===== config.mk =====
export PLATFORM = sky130hd
export DESIGN_NAME = top
export DESIGN_NICKNAME = d
export VERILOG_FILES = /design/src/rtl/top.sv
export SDC_FILE = /design/constraint.sdc
export NUM_CORES = 1
export LEC_CHECK = 0
export BUFFER_PORTS_ARGS = -buffer_cell sky130_fd_sc_hd__buf_2
export CORE_ASPECT_RATIO = 0.8
export CORE_MARGIN = 8
export CORE_UTILIZATION = 54
export DETAILED_ROUTE_END_ITERATION = 10
export PLACE_DENSITY = 0.81
export SETUP_SLACK_MARGIN = 0.2
export SYNTH_ARGS = -nofsm -noshare
export SYNTH_HDL_FRONTEND = slang
export SYNTH_SLANG_ARGS = --single-unit

===== constraint.sdc =====
create_clock -name clk -period 1.4 [get_ports clk]
set_input_delay 0.21 -clock clk [delete_from_list [all_inputs] [get_ports clk]]
set_output_delay 0.21 -clock clk [all_outputs]
set_load 0.01 [all_outputs]

===== src/rtl/top.sv =====
// Register bank: DEPTH words of DATA_W bits, one write port and
// one registered read port sharing a single address bus.
module top #(
    parameter int DATA_W = 16,
    parameter int ADDR_W = 4
) (
    input  logic              clk,
    input  logic              rst,
    input  logic              write_en,
    input  logic              read_en,
    input  logic [ADDR_W-1:0] addr,
    input  logic [DATA_W-1:0] data_in,
    output logic [DATA_W-1:0] data_out
);

    localparam int DEPTH = 2 ** ADDR_W;

    logic [DATA_W-1:0] mem_q [DEPTH];
    logic [DATA_W-1:0] mem_d [DEPTH];
    logic [DEPTH-1:0]  wr_sel;
    logic [DATA_W-1:0] rdata_q;
    logic [DATA_W-1:0] rdata_d;

    always_comb begin
        wr_sel = '0;
        if (write_en) begin
            wr_sel[addr] = 1'b1;
        end
    end

    always_comb begin
        for (int i = 0; i < DEPTH; i++) begin
            mem_d[i] = wr_sel[i] ? data_in : mem_q[i];
        end
    end

    // A read in the same cycle as a write returns the new data.
    always_comb begin
        rdata_d = rdata_q;
        if (read_en) begin
            rdata_d = write_en ? data_in : mem_q[addr];
        end
    end

    always_ff @(posedge clk or negedge rst) begin
        if (!rst) begin
            for (int i = 0; i < DEPTH; i++) begin
                mem_q[i] <= '0;
            end
            rdata_q <= '0;
        end else begin
            for (int i = 0; i < DEPTH; i++) begin
                mem_q[i] <= mem_d[i];
            end
            rdata_q <= rdata_d;
        end
    end

    assign data_out = rdata_q;

endmodule


# Yosys cells after proc, flatten, opt, wreduce, memory -nomap -nowiden
# Index checks and enable logic that the tools add are counted.
# W data, S select, Z words.
[word_totals]
regBits = 272
latchBits = 0
ram_bits = 0
rom_bits = 0
in_bits = 24
output_inout_bits = 16
wordCells = 29
mem_count = 0
[classes]
n_addsub = 0
multipliers = 0
n_div = 0
order_cmp = 3
n_eq_ne = 0
shift = 0
muxes = 7
bitwise_logic = 1
n_reduce_logical = 1
[ops]
columns = ["op", "count"]
rows = [
  ["$bmux W16 S4", 1],
  ["$mux W16", 4],
  ["$ge A5 B5 Y1 const B", 1],
  ["$lt A4 B5 Y1 const B", 1],
  ["$not A4 Y5", 1],
  ["$demux W1 S4", 1],
  ["$ge A4 B1 Y1 const B", 1],
  ["$logic_and A1 B1 Y1", 1],
  ["$mux W1", 1],
]

# Logic depth before layout (Yosys ltp)
[depth]
ltp_word = 5
mapped_depth = 7

# Worst setup path before layout
# No wires, ideal clock.
[synth_timing]
kind = "input port to flip-flop"
start = "input addr[1]"
end = "register mem_q[181] (netlist name)"
t_arrival_ns = 1.377
required_ns = 1.275
setup_slack_ns = -0.102
path_stages = 5
cell_sequence = "buf_4 > nand3b_4 > nor3_4 > buf_4 > mux2_2"
[synth_via]
elab_chain_len = 5
[synth_rtl]
columns = ["element", "line", "rtl"]
rows = [
  ["start: declaration", "11", "input logic [ADDR_W-1:0] addr,"],
  ["$lt A4 B5 Y1 (not written as such) or $ge A4 B1 Y1 (tied branches)", "27", "wr_sel[addr] = 1'b1;"],
  ["$logic_and A1 B1 Y1 (not written as such)", "27", ""],
  ["$mux W1 (not written as such)", "27", ""],
  ["$demux W1 S4 *", "27", ""],
  ["$mux W16 *", "26", "if (write_en) begin"],
  ["end signal: indexed assignment", "53", "mem_q[i] <= mem_d[i];"],
  ["end: declaration", "18", "logic [DATA_W-1:0] mem_q [DEPTH];"],
]
# Mark *: on every way between the ends. The rest lies on a longest branch, timed or not.
# A chain may end at the register's enable or synchronous reset.

# Final worst setup path
[layout_timing]
start = "register mem_q[202] (netlist name)"
end = "register rdata_q[10], in the netlist data_out[10]"
[layout_via]
elab_chain_len = 4
[layout_rtl]
columns = ["element", "line", "rtl"]
rows = [
  ["$bmux W16 S4", "41", "rdata_d = write_en ? data_in : mem_q[addr];"],
  ["$mux W16 (not written as such) (2 in a row)", "41", ""],
  ["$mux W16", "41", ""],
  ["end signal: assignment", "55", "rdata_q <= rdata_d;"],
  ["end: declaration", "21", "logic [DATA_W-1:0] rdata_q;"],
]
# Every way passes these cells. The select of a mux whose other input is x is not followed.

==> flow_summary.ini <==
[cts]
insertion_delay_ns = 0.55
cts_num_sinks = 272
htree_num_levels = 1
clockRootBuffer = clkbuf_16
clkSlewWorstSetupHoldPaths_ns = 0.07
clockBufferDepth = 3
cts_tree = yes
cts_buffers = 27

[cells_and_area]
fin_nets = 1032
area_delta_synth_final_pct = 23.2
final_common_cell = dfrtp_1
final_cell_area_sq_mm = 0.0158
final-instance-count-excl-fill = 1341
utilization_pct = 67.5
layout-drive-gt1-share_pct = 52.6
final_cell_mix = dfrtp_1 (272), mux2_2 (136), mux2_4 (126)
antenna_cells = 0

[floorplan]
rows = 50
die-area_sq_mm = 0.0289
die_x_um = 188
start_util_pct = 54.8
die_h_um = 154
fp.coreArea_sq_mm = 0.0233
io_pins = 40

[sta]
setup_ws_ns = 0.0362
timing.max_slew.rel_slack_pct = 43.0
worst_pin_slew_ns = 0.854
hold_viol = 0
fin_crit_sh_pct = 97.4
min_period_ns = 1.36
rsz0062_at_grt = yes
setup_viol = 0
fmax_ghz = 0.733
finalClockSkew_ns = 0.0236
slew_violations = 0

[grt]
grt_pass1_vias = 8897
antenna_found_initial = 0
overflow = 0
grtUsageTotal_pct = 23.1
grt_first_pass_wirelength_mm = 52.9
grt_max_degree = 53

[critical_path]
slowest_stage = mux4_2
criticalPathCategory = reg -> reg
startpoint = mem_q[202]$_DFFE_PN0P_
r2r_cells = 3
worstPathCellList = mux4_2 -> a211oi_2 -> a21oi_1
critPathCaptureType = flip-flop
path_max_fanout = 2
startpoint_type = flip-flop
regToRegStartpoint = mem_q[202]$_DFFE_PN0P_
cp.required_ns = 1.83
cp.arrival_ns = 1.79
max_stage_delay_ns = 0.48

[yosys]
synth_cells = 884
seq_area_frac_synth_pct = 53.2
synth.distinct_cells = 36
synth-seq-cells = 272
ys_dominant_reg_cell = dfrtp_1
ys_warn_count = 0
syn_area_sq_mm = 0.0128
synth_fp_nets = 908
syn_avg_cell_area_sq_um = 14.5
synth-edff-count = 0
async_flop_share_pct = 100

[outcome]
status = finished, final reports clean

[drt]
vias = 8103
drc = 0
ant_nets = 0
drtIter0Drc = 569
first_pass_iters = 4
drt-vias-per-instance = 6.04
wire_per_inst_um = 24.7
drt-total-wl_mm = 33.2

[worst_hold_path]
hp-class = in -> async

[pwr]
power_density_mw_per_mm2 = 1470
vdd.ir_drop.worst_uv = 1140
leakage_uw = 0.00723

[place]
gp_congestion = 0.796
place_ws_ns = -0.248
dp.cells = 1265
dp.final_hpwl_mm = 21.3
port-buffer-count = 39
place_area_sq_mm = 0.0145

[run]
cap_violations = 0
-- final timing paths --
path                            slack [ns]                       end
worst max-delay path                  0.04  data_out[10]$_DFFE_PN0P_
worst min-delay path                  0.15      mem_q[8]$_DFFE_PN0P_
worst max register to register        0.04  data_out[10]$_DFFE_PN0P_
worst min register to register        0.51    mem_q[114]$_DFFE_PN0P_
max in group asynchronous             0.62     mem_q[15]$_DFFE_PN0P_
min in group clk                      0.18     mem_q[81]$_DFFE_PN0P_
-- final cells by class --
cell class	instances	area, sq um
clock buffers	37	773
clock inverters	13	181
fillers	1532	7570
multi-input cells	543	6070
flip-flops and latches	272	6810
well taps	312	390
repair buffers	164	1540
-- layer usage --
layer | routed length (um) | global-route usage (%)
met1 | 15000 | 33.7
met2 | 15200 | 35.4
met3 | 2020 | 3.46
met4 | 994 | 6.74
met5 | 0 | 0
-- flip-flops by register name, indices dropped and copies added (netlist names) --
| register | cells |
|---|---|
| mem_q | 256 |
| data_out | 16 |
-- worst max-delay path, delay by kind of cell (launching register included) --
kind | cells | cell delay, ns
AO/OA/AOI/OAI | 2 | 0.38
multiplexers | 1 | 0.48
flip-flops | 1 | 0.39
-- cells by family after synthesis --
group / after synthesis / share of synthesized area, %
mux: 367 / 34.1
simple gates: 96 / 4.99
flops: 272 / 53.2
buf+inv: 69 / 3.42
compound gates: 80 / 4.29
-- stage by stage --
step	setup TNS (ns)	power, uW	hold slack [ns]
3_5_place_dp	-50.70	15200	0.130
6_report	0	23200	0.146
2_1_floorplan	-6.23	13800	-0.0856
4_1_cts	0	23100	0.141
5_1_grt	0	24100	0.174
3_3_place_gp	-45.08	14900	0.133
-- what timing repair did --
item                                   4_1_cts  5_1_grt
endpoints found under the hold margin      272        0
buffers inserted                            14       11
hold buffers                                 1        0
setup endpoints to repair                   27       32
resized for setup                            6        8
pin swaps                                    2       10
-- power by group --
group / total [uW] / internal, uW / switching, uW
logic: 4730 / 2930 / 1800
clock network: 7740 / 4610 / 3130
registers: 10700 / 9650 / 1030
total: 23200 / 17200 / 5970
-- cells in the mapped netlist, types with 3 or more instances --
master | count | area, sq um
a211oi_1 | 16 | 120
a21oi_1 | 10 | 50.1
a221oi_1 | 6 | 52.6
a22oi_1 | 15 | 113
a31oi_1 | 6 | 37.5
buf_1 | 5 | 18.8
buf_2 | 8 | 40.0
buf_4 | 19 | 143
buf_6 | 13 | 146
clkbuf_1 | 24 | 90.1
dfrtp_1 | 272 | 6810
mux2_1 | 6 | 67.6
mux2_2 | 216 | 2430
mux2_4 | 40 | 601
mux2i_1 | 88 | 881
mux4_2 | 17 | 383
nand2_1 | 32 | 120
nand2_4 | 4 | 45.0
nand3b_1 | 17 | 128
nand4_1 | 9 | 56.3
nor2_1 | 7 | 26.3
nor2_2 | 6 | 37.5
nor2_4 | 4 | 45.0
nor2b_1 | 3 | 18.8
nor3_4 | 3 | 48.8
o21ai_0 | 16 | 80.1
o32ai_1 | 10 | 87.6
(Power assumes the default switching activity.)
